`src/rtl/task_answer_pkg.sv`:
```
// task_answer_pkg: types and constants shared by the task-answer transmit path.
//   state_t    - framing FSM states
//   HDR_BYTES  - number of size-header bytes in front of the payload
//   PAD_BYTE   - filler emitted for payload bytes lost to an upstream underrun
package task_answer_pkg;

    typedef enum logic [2:0] {
        IDLE    = 3'd0,
        HDR_HI  = 3'd1,
        HDR_LO  = 3'd2,
        PAYLOAD = 3'd3,
        CHK     = 3'd4,
        DONE    = 3'd5
    } state_t;

    localparam int unsigned HDR_BYTES = 2;
    localparam logic [7:0]  PAD_BYTE  = 8'h00;

endpackage

```
`src/rtl/task_answer_skid.sv`:
```
// task_answer_skid: 2-entry FIFO decoupling upstream read latency from the
// downstream handshake. Head entry is presented while the FIFO is non-empty.
//   i_clk, i_rst  clock and synchronous active-high reset
//   i_wr_en       write i_wr_data (ignored only if full with no read)
//   i_rd_en       pop the head entry (ignored when empty)
//   o_rd_data     head entry, zero when empty
//   o_count       occupancy 0..2
module task_answer_skid #(
    parameter int W = 9
) (
    input  logic         i_clk,
    input  logic         i_rst,
    input  logic         i_wr_en,
    input  logic [W-1:0] i_wr_data,
    input  logic         i_rd_en,
    output logic [W-1:0] o_rd_data,
    output logic [1:0]   o_count
);

    logic [W-1:0] r_mem [0:1];
    logic         r_wr_ptr;
    logic         r_rd_ptr;
    logic [1:0]   r_count;
    logic         w_wr;
    logic         w_rd;

    assign w_rd = i_rd_en && (r_count != 2'd0);
    // A simultaneous pop frees the slot, so a write into a full FIFO is legal then.
    assign w_wr = i_wr_en && ((r_count != 2'd2) || w_rd);

    // Storage, pointers and occupancy.
    always_ff @(posedge i_clk) begin
        if (i_rst) begin
            r_mem[0] <= '0;
            r_mem[1] <= '0;
            r_wr_ptr <= 1'b0;
            r_rd_ptr <= 1'b0;
            r_count  <= 2'd0;
        end else begin
            if (w_wr) begin
                r_mem[r_wr_ptr] <= i_wr_data;
                r_wr_ptr        <= ~r_wr_ptr;
            end
            if (w_rd) begin
                r_rd_ptr <= ~r_rd_ptr;
            end
            case ({w_wr, w_rd})
                2'b10:   r_count <= r_count + 2'd1;
                2'b01:   r_count <= r_count - 2'd1;
                default: r_count <= r_count;
            endcase
        end
    end

    assign o_rd_data = (r_count != 2'd0) ? r_mem[r_rd_ptr] : '0;
    assign o_count   = r_count;

endmodule

```
`src/rtl/task_answer_tx.sv`:
```
// task_answer_tx: frames one upstream packet as
//   [size_hi][size_lo][payload x size][checksum, optional]
// on a valid/ready byte stream, reading payload from an upstream FIFO with
// one-cycle read latency through a 2-entry skid buffer.
// Ports:
//   i_clk, i_rst              clock, synchronous active-high reset
//   i_tanswer_ready           upstream holds a complete packet
//   i_packet_size_in_bytes    payload length, valid with i_tanswer_ready
//   i_tdata                   upstream read data, one cycle after a request
//   o_tmanager_ready          upstream read request (one byte per cycle)
//   o_m_tdata/tvalid/tlast    output stream, i_m_tready is its back-pressure
//   o_busy                    FSM not idle
//   o_err_underrun            sticky: packet withdrawn before fully read
// Build option: TASK_ANSWER_TX_CHECKSUM_EN appends an XOR of all header and
// payload bytes as the final (tlast) byte.
module task_answer_tx #(
    parameter int DATA_WIDTH = 8,
    parameter int SIZE_WIDTH = 12
) (
    input  logic                  i_clk,
    input  logic                  i_rst,
    input  logic                  i_tanswer_ready,
    input  logic [SIZE_WIDTH-1:0] i_packet_size_in_bytes,
    input  logic [DATA_WIDTH-1:0] i_tdata,
    output logic                  o_tmanager_ready,
    output logic [DATA_WIDTH-1:0] o_m_tdata,
    output logic                  o_m_tvalid,
    input  logic                  i_m_tready,
    output logic                  o_m_tlast,
    output logic                  o_busy,
    output logic                  o_err_underrun
);
    import task_answer_pkg::*;

    state_t                r_state;
    logic [SIZE_WIDTH-1:0] r_size;
    logic [SIZE_WIDTH-1:0] r_issued;
    logic [SIZE_WIDTH-1:0] r_emitted;
    logic                  r_inflight;
    logic                  r_inflight_pad;
    logic                  r_inflight_last;
    logic                  r_drop;
    logic                  r_armed;
    logic                  r_err;
`ifdef TASK_ANSWER_TX_CHECKSUM_EN
    logic [DATA_WIDTH-1:0] r_csum;
`endif

    logic [DATA_WIDTH:0]   w_wr_data;
    logic [DATA_WIDTH:0]   w_rd_data;
    logic [1:0]            w_count;
    logic [1:0]            w_after_rd;
    logic                  w_buf_nonempty;
    logic                  w_rd_en;
    logic                  w_room;
    logic                  w_more;
    logic                  w_req;
    logic                  w_pad_req;
    logic                  w_issue;
    logic                  w_issue_last;
    logic                  w_xfer;
    logic [DATA_WIDTH-1:0] w_hdr_hi;
    logic [DATA_WIDTH-1:0] w_hdr_lo;
    logic [DATA_WIDTH-1:0] w_tdata;
    logic                  w_tvalid;
    logic                  w_tlast;

    assign w_hdr_hi = DATA_WIDTH'(r_size[SIZE_WIDTH-1:8]);
    assign w_hdr_lo = DATA_WIDTH'(r_size[7:0]);

    assign w_buf_nonempty = (w_count != 2'd0);
    assign w_rd_en        = (r_state == PAYLOAD) && w_buf_nonempty && i_m_tready;
    // Credit the byte leaving this cycle so a full-rate stream never bubbles;
    // buffered + in-flight still never exceeds two.
    assign w_after_rd = w_count - {1'b0, w_rd_en};
    assign w_room     = ({1'b0, w_after_rd} + {2'b00, r_inflight}) < 3'd2;
    assign w_more     = (r_issued < r_size);
    assign w_req      = (r_state == PAYLOAD) && w_room && w_more && i_tanswer_ready && !r_drop;
    // After an underrun the missing bytes flow through the same buffer path as
    // pad "reads", so ordering and frame length are preserved.
    assign w_pad_req  = (r_state == PAYLOAD) && w_room && w_more && (r_drop || !i_tanswer_ready);
    assign w_issue    = w_req || w_pad_req;
`ifdef TASK_ANSWER_TX_CHECKSUM_EN
    assign w_issue_last = 1'b0;
`else
    assign w_issue_last = (r_issued == (r_size - SIZE_WIDTH'(1)));
`endif

    assign w_wr_data = {r_inflight_last,
                        r_inflight_pad ? DATA_WIDTH'(PAD_BYTE) : i_tdata};

    task_answer_skid #(
        .W(DATA_WIDTH + 1)
    ) u_skid (
        .i_clk     (i_clk),
        .i_rst     (i_rst),
        .i_wr_en   (r_inflight),
        .i_wr_data (w_wr_data),
        .i_rd_en   (w_rd_en),
        .o_rd_data (w_rd_data),
        .o_count   (w_count)
    );

    // Output byte selection from registered state, header and buffer head.
    always_comb begin
        w_tdata  = '0;
        w_tvalid = 1'b0;
        w_tlast  = 1'b0;
        case (r_state)
            HDR_HI: begin
                w_tdata  = w_hdr_hi;
                w_tvalid = 1'b1;
            end
            HDR_LO: begin
                w_tdata  = w_hdr_lo;
                w_tvalid = 1'b1;
            end
            PAYLOAD: begin
                w_tdata  = w_rd_data[DATA_WIDTH-1:0];
                w_tvalid = w_buf_nonempty;
                w_tlast  = w_rd_data[DATA_WIDTH];
            end
`ifdef TASK_ANSWER_TX_CHECKSUM_EN
            CHK: begin
                w_tdata  = r_csum;
                w_tvalid = 1'b1;
                w_tlast  = 1'b1;
            end
`endif
            default: begin
                w_tdata  = '0;
                w_tvalid = 1'b0;
                w_tlast  = 1'b0;
            end
        endcase
    end

    assign w_xfer = w_tvalid && i_m_tready;

    // Framing FSM with packet counters, underrun tracking and re-arm gate.
    always_ff @(posedge i_clk) begin
        if (i_rst) begin
            r_state         <= IDLE;
            r_size          <= '0;
            r_issued        <= '0;
            r_emitted       <= '0;
            r_inflight      <= 1'b0;
            r_inflight_pad  <= 1'b0;
            r_inflight_last <= 1'b0;
            r_drop          <= 1'b0;
            r_armed         <= 1'b0;
            r_err           <= 1'b0;
`ifdef TASK_ANSWER_TX_CHECKSUM_EN
            r_csum          <= '0;
`endif
        end else begin
            // A new packet needs i_tanswer_ready to have been low since the last one.
            if (!i_tanswer_ready) begin
                r_armed <= 1'b1;
            end
            r_inflight      <= w_issue;
            r_inflight_pad  <= w_pad_req;
            r_inflight_last <= w_issue && w_issue_last;
            if (w_issue) begin
                r_issued <= r_issued + SIZE_WIDTH'(1);
            end
            case (r_state)
                IDLE: begin
                    if (i_tanswer_ready && r_armed && (i_packet_size_in_bytes != '0)) begin
                        r_size    <= i_packet_size_in_bytes;
                        r_issued  <= '0;
                        r_emitted <= '0;
                        r_drop    <= 1'b0;
                        r_armed   <= 1'b0;
`ifdef TASK_ANSWER_TX_CHECKSUM_EN
                        r_csum    <= '0;
`endif
                        r_state   <= HDR_HI;
                    end
                end
                HDR_HI, HDR_LO: begin
                    if (w_xfer) begin
`ifdef TASK_ANSWER_TX_CHECKSUM_EN
                        r_csum  <= r_csum ^ w_tdata;
`endif
                        r_state <= (r_state == HDR_HI) ? HDR_LO : PAYLOAD;
                    end
                end
                PAYLOAD: begin
                    if (!i_tanswer_ready && w_more) begin
                        r_drop <= 1'b1;
                        r_err  <= 1'b1;
                    end
                    if (w_xfer) begin
`ifdef TASK_ANSWER_TX_CHECKSUM_EN
                        r_csum <= r_csum ^ w_tdata;
`endif
                        if (r_emitted < r_size) begin
                            r_emitted <= r_emitted + SIZE_WIDTH'(1);
                        end
                        if (r_emitted == (r_size - SIZE_WIDTH'(1))) begin
`ifdef TASK_ANSWER_TX_CHECKSUM_EN
                            r_state <= CHK;
`else
                            r_state <= DONE;
`endif
                        end
                    end
                end
`ifdef TASK_ANSWER_TX_CHECKSUM_EN
                CHK: begin
                    if (w_xfer) begin
                        r_state <= DONE;
                    end
                end
`endif
                DONE: begin
                    r_state <= IDLE;
                end
                default: begin
                    r_state <= IDLE;
                end
            endcase
        end
    end

    assign o_tmanager_ready = w_req;
    assign o_m_tdata        = w_tdata;
    assign o_m_tvalid       = w_tvalid;
    assign o_m_tlast        = w_tlast;
    assign o_busy           = (r_state != IDLE);
    assign o_err_underrun   = r_err;

endmodule
```
`config.mk`:
```
export PLATFORM = sky130hd
export DESIGN_NAME = task_answer_tx
export DESIGN_NICKNAME = d
export VERILOG_FILES = /design/src/rtl/task_answer_pkg.sv /design/src/rtl/task_answer_skid.sv /design/src/rtl/task_answer_tx.sv
export SDC_FILE = /design/constraint.sdc
export NUM_CORES = 1
export LEC_CHECK = 0
export ABC_AREA = 1
export ABC_CLOCK_PERIOD_IN_PS = 1900
export BUFFER_PORTS_ARGS = -buffer_cell sky130_fd_sc_hd__buf_2
export CAP_MARGIN = 15
export CORE_MARGIN = 1
export CORE_UTILIZATION = 29
export CTS_CLUSTER_SIZE = 30
export DETAILED_ROUTE_END_ITERATION = 6
export PLACE_DENSITY_LB_ADDON = 0.08
export SLEW_MARGIN = 10
export SYNTH_ARGS = -nofsm -noshare
export SYNTH_HDL_FRONTEND = slang
export SYNTH_SLANG_ARGS = --single-unit
```
`constraint.sdc`:
```
create_clock -name i_clk -period 1.9 [get_ports i_clk]
set_input_delay 0.095 -clock i_clk [delete_from_list [all_inputs] [get_ports i_clk]]
set_output_delay 0.095 -clock i_clk [all_outputs]
set_load 0.01 [all_outputs]
```
; Word-level counts from Yosys, hierarchy flattened
; Memory sizes are Yosys's and may differ from the RTL's. A register that Yosys moved wholly into a read port is not among the register bits.
; Cells that the tools add are included.
[op_classes]
addsub = 7
n_lt_le_gt_ge = 3
eq_ne = 14
mux = 35
n_bitwise = 2
reduce_logical = 32
[op_table]
columns = cell, n
row1 = 12-bit 2-to-1 mux, 6
row2 = 12-bit by 1-bit adder with 12-bit output (second input constant), 2
row3 = 12-bit equality test, 2
row4 = 12-bit < comparator, 2
row5 = 12-bit one-hot mux with 2 select lines, 1
row6 = 8-bit one-hot mux with 3 select lines, 1
row7 = 9-bit 2-to-1 mux, 2
row8 = 1-bit 2-to-1 mux, 16
row9 = 1-bit logical AND, 14
row10 = 3-bit 2-to-1 mux, 4
row11 = 12-bit nonzero test, 1
row12 = 12-bit by 1-bit subtractor with 12-bit output (second input constant), 1
row13 = 3-bit one-hot mux with 3 select lines, 1
row14 = 9-bit OR reduction, 1
row15 = 8-bit 2-to-1 mux, 1
row16 = 2-bit by 1-bit != test with 1-bit output (second input constant), 4
row17 = 4-bit AND reduction, 2
row18 = 3-bit by 2-bit equality test with 1-bit output (second input constant), 2
row19 = 2-bit != test (second input constant), 3
row20 = 2-bit nonzero test, 3
row21 = 1-bit one-hot mux with 2 select lines, 2
row22 = 2-bit one-hot mux with 2 select lines, 1
row23 = 2-bit AND reduction, 2
row24 = 2-bit by 1-bit adder with 3-bit output, 1
row25 = 14 further kinds, 18
[totals]
ff_bits = 49
mem_bits_rw = 18
in_bits = 24
n_memories = 1
[memory_table]
columns = name, depth, word_bits, rd, rd_clocked_by_memory_dff, wr, line_no
row1 = u_skid.r_mem, 2, 9, 1, 1, 2, task_answer_skid.sv:20  ; logic [W-1:0] r_mem [0:1];

; Longest topological paths before layout
[logic_depth]
word_depth = 14
depth_mapped = 17
mapped_depth_nobuf = 17

; Modules after synthesis
; From an unflattened synthesis, not the netlist that was laid out.
[hier_totals]
hier_cells = 704
area_unflattened_um2 = 4725.8
[by_module_without_submodules]
columns = mod, n_inst, cells_per_inst, area_per_inst_um2, seq_area_each_um2
row1 = task_answer_tx, 1, 591, 3696.0, 900.9
row2 = task_answer_skid, 1, 113, 1029.7, 640.6

; Worst setup path before layout
; No wires, ideal clock.
[synth_timing]
path_kind = reg2out
from = reg u_skid.r_count[0], in the netlist u_skid.o_count[0]
to = out o_tmanager_ready
t_arrival_ns = 1.956
required_time_ns = 1.805
slack_ns = -0.151
stages_incl_launch_ff = 11
cell_sequence = dfxtp_1 nor2_1 nor2_8 inv_4 nor2_1 ha_1 inv_1 a211oi_1 nand2_1 buf_2 nor3_1
[synth_between]
elab_chain_len = 10
[synth_lines]
columns = element, line_no
row1 = start: declaration, task_answer_skid.sv:23  ; logic [1:0] r_count;
row2 = start signal: assignment, task_answer_skid.sv:48  ; 2'b10: r_count <= r_count + 2'd1;
row3 = start signal: assignment, task_answer_skid.sv:49  ; 2'b01: r_count <= r_count - 2'd1;
row4 = start signal: assignment, task_answer_skid.sv:50  ; default: r_count <= r_count;
row5 = 2-bit nonzero test, task_answer_tx.sv:71  ; assign w_buf_nonempty = (w_count != 2'd0);
row6 = 1-bit logical AND (2 in a row), task_answer_tx.sv:72  ; assign w_rd_en = (r_state == PAYLOAD) && w_buf_nonempty && i_m_tready;
row7 = 2-bit by 1-bit subtractor with 2-bit output *, task_answer_tx.sv:75  ; assign w_after_rd = w_count - {1'b0, w_rd_en};
row8 = 2-bit by 1-bit adder with 3-bit output *, task_answer_tx.sv:76  ; assign w_room = ({1'b0, w_after_rd} + {2'b00, r_inflight}) < 3'd2;
row9 = 3-bit by 2-bit < comparator with 1-bit output *, task_answer_tx.sv:76
row10 = 1-bit logical AND * (4 in a row), task_answer_tx.sv:78  ; assign w_req = (r_state == PAYLOAD) && w_room && w_more && i_tanswer_ready && !r_drop;
row11 = end: declaration, task_answer_tx.sv:25  ; output logic o_tmanager_ready,
; Mark *: on every way between the ends. The rest lies on a longest branch, timed or not.

; Final worst setup path
[layout_timing]
from = reg u_skid.r_count[1], in the netlist u_skid.o_count[1]
to = out o_tmanager_ready
; The elaborated chain is that of the path after synthesis.

==> summary.md <==
| Metric | Value |
|---|---|
| Total CTS buffers | 9 |
| Slowest cell on the critical path | dfxtp_2 |
| Worst Skew | 0.00839 ns |
| CTS tree | yes |
| FP Rows | 45 |
| Drt drc | 0 |
| First-pass GRT wire length | 25000 um |
| PwrDens | 1040 nW/um^2 |
| Top sig layer | met4 |
| Detailed Place HPWL | 12000 um |
| RR Endpoint | r_issued[5]$_SDFF_PP0_ |
| Die Span X | 127 um |
| Worst-Margin Slew | 0.707 ns |
| Setup TNS | -2.03 ns |
| HP Start | i_packet_size_in_bytes[8] |
| Hold Path Depth | 3 |
| Worst min path class | in -> reg |
| M1 wire length | 6880 um |
| Synth top area share | 22.1% |
| Commonest non-fill, non-tap cells in the layout | 113 x buf_4, 109 x nand2_1, 65 x inv_1, 60 x nor2_1, 40 x nand3_1 |
| Min-Delay Endpoint | r_size[8]$_SDFFE_PP0P_ |
| R2R cell count | 15 |
| Most common cell after layout, fill and taps aside | buf_4 |
| Die Footprint | 16100 um^2 |
| I/O pin total | 37 |
| Antenna violations before repair | 0 |
| Gr usage total | 20.6% |
| Max-cap violations | 0 |
| Min Hold Slack | 0.0444 ns |
| Largest net degree at the start of global routing | 17 |
| Final hold vios | 0 |
| GPL Wtd Cong | 0.862 |
| Layout area overhead | 54.7% |
| DRT antenna net count | 0 |
| CTS clk-pin slew, worst paths | 0.06 ns |
| Pre-CTS setup slack | -0.410 ns |
| Layout cells sized above 1 | 45.0% |
| Synthesized area | 4530 um^2 |
| Final setup margin | -0.241 ns |
| Critical path class | reg -> out |
| CP max FO | 4 |
| CTS Sinks | 68 |
| Syn nets | 691 |
| # port buffers | 36 |
| Routed WL | 15700 um |
| Root Driver | clkbuf_16 |
| Chip height | 127 um |
| FF+latch count, synth | 68 |
| Endpoints failing setup | 16 |
| Final worst path period share | 113% |
| Skew-Pair Late Insertion Delay | 0.35 ns |
| Crit-path max cell delay | 0.33 ns |
| Nets | 850 |
| Maximum vdd drop | 0.710 mV |
| Crit-path cells | nor2_4 > nor2_8 > inv_4 > nor2_2 > ha_1 > inv_2 > a211oi_4 > nand2_1 > buf_6 > nor3_4 > buf_2 |
| Initial core utilization | 29.8% |
| Overflow after GRT | 0 |
| Filler Cell Count | 1538 |
| Met2 WL post-DR | 7840 um |
| Yosys cell types | 43 |
| Status | finished, violations left |
| Core box area | 15200 um^2 |
| Worst Path Arrival | 2.05 ns |
| H-tree levels | 3 |
| FMAX | 467 MHz |
| Syn. warnings | 0 |
| Static Leak | 3.03 nW |
| Via density | 4.86 |
| Sequential area share after synthesis | 34.0% |
| Pre-Repair DR Iteration Count | 4 |
| Vias in the first global route | 4822 |
| Multi-input logic area | 3340 um^2 |
| WL/cell | 15.9 um |
| Minimum clock period after layout | 2.14 ns |
| Mapped Cells | 638 |
| Drt initial violations | 203 |
| Sequential cell area | 1560 um^2 |
| Clk buf depth | 2 |
| Met3 WL | 539 um |
| Slack of the worst reg-to-reg path | -0.24 ns |
| Max Slew Vio Count | 0 |
| Unrepaired setup endpoints after global routing | yes |
| Worst slew margin | 52.8% |
| CP Data Required Time | 1.80 ns |
| Worst Setup End Kind | primary output |
| Area leader, netlist | dfxtp_1 |
| Antenna Cells | 0 |
| Top post-synthesis cells by area | dfxtp_1 22%, edfxtp_1 12%, nand2_1 11%, ha_1 8.0%, inv_1 6.6% |
| FF-to-FF Start | r_size[7]$_SDFFE_PP0P_ |
| Routed via count | 4808 |
| Failing checks | setup timing |
| Mean area per synthesized cell | 7.10 um^2 |
| CP Launch Type | flip-flop |
how the worst max path moves through the flow:
stage	startpoint	to	slack, ns	depth (start not counted)
after floorplan	r_state[1]$_SDFFE_PP0P_	r_issued[6]$_SDFF_PP0_	0.004	11
after global placement	r_state[2]$_SDFFE_PP0P_	r_issued[11]$_SDFF_PP0_	-0.40	13
after detailed placement	r_state[2]$_SDFFE_PP0P_	r_issued[5]$_SDFF_PP0_	-0.41	14
after CTS	u_skid.o_count[1]$_SDFFE_PP0P_	o_tmanager_ready	-0.31	11
after global routing	r_size[5]$_SDFFE_PP0P_	o_tmanager_ready	-0.38	11
final	u_skid.o_count[1]$_SDFFE_PP0P_	o_tmanager_ready	-0.24	11
flip-flops by register name, indices dropped and copies added, names as in the netlist, named ones only:
signal,flops
u_skid.o_count,2
u_skid.r_rd_ptr,1
r_emitted,12
r_state,3
u_skid.r_mem,18
r_issued,12
r_inflight_pad,1
r_drop,1
r_inflight,1
r_armed,1
u_skid.r_wr_ptr,1
r_inflight_last,1
r_size,12
o_err_underrun,1
final cells by class:
cell class	instances	area share, %
clock buffer	10	3.41
clock inverter	6	0.893
inverter	85	5.04
multi-input combinational	471	47.6
sequential	68	22.3
tap	188	3.36
timing repair buffer	161	17.1
timing repair inverter	1	0.232
synthesized netlist by cell type, drive strengths merged:
master and number:
nor2 79, dfxtp 50, edfxtp 18, buf 7, o21a 1, or2 4, nor3b 3, mux2i 4
nand2 147, xnor2 1, o2111ai 1, clkbuf 8, o21ai 27, nand3b 2, inv 84, xor2 11
nor3 26, o211ai 6, a31oi 1, o221ai 6, nand3 57, ha 29, clkinv 1, nand4 6
o22ai 4, o31ai 1, a21oi 50, a211oi 4
what timing repair did:
action,in CTS,in global routing
hold endpoints to repair,1,0
pin swaps,35,53
hold buffers,1,0
gates cloned,3,0
setup endpoints to repair,34,57
buffers inserted,12,6
gates resized for setup,122,90
through the flow:
| step | total power [mW] | cells | util [%] | instance area (um^2) |
|---|---|---|---|---|
| 2_1_floorplan | 3.38 | 638 | - | 4540 |
| 3_3_place_gp | 4.73 | 958 | 37.8 | 5750 |
| 3_5_place_dp | 4.73 | 958 | 37.8 | 5750 |
| 4_1_cts | 7.11 | 989 | 43.6 | 6620 |
| 5_1_grt | 7.79 | 990 | 46.1 | 7000 |
| 6_report | 7.31 | 990 | 46.1 | 7000 |
where the power goes:
| part | switching [mW] | internal [mW] | leakage [nW] |
|---|---|---|---|
| Sequential | 0.0851 | 1.61 | 0.599 |
| Clock | 0.698 | 1.05 | 0.153 |
| Combinational | 2.22 | 1.64 | 2.28 |
kinds of logic after synthesis:
group           count (synthesis)  share of synthesized area (%)
buf+inv                       100                           9.01
compound gates                101                           12.8
fa+ha+maj                      29                           8.01
flops                          68                           34.0
xor+xnor                       12                           2.32
mux                             4                          0.884
simple gates                  324                           32.9
layer usage:
layer / track usage (%) / vias up
li1: - / 2443
met1: 24.2 / 2262
met2: 36.4 / 78
met3: 4.98 / 25
met4: 7.21 / 0
met5: 0 / -
worst max-delay path, delay by kind of cell (launching register included):
kind / cells / cell delay, ns
AND/OR/NAND/NOR: 5 / 0.44
adder cells (fa/ha/maj): 1 / 0.28
AO/OA/AOI/OAI: 1 / 0.28
buffers and inverters: 4 / 0.37
flip-flops: 1 / 0.33
Power figures use the tool's default switching activity.
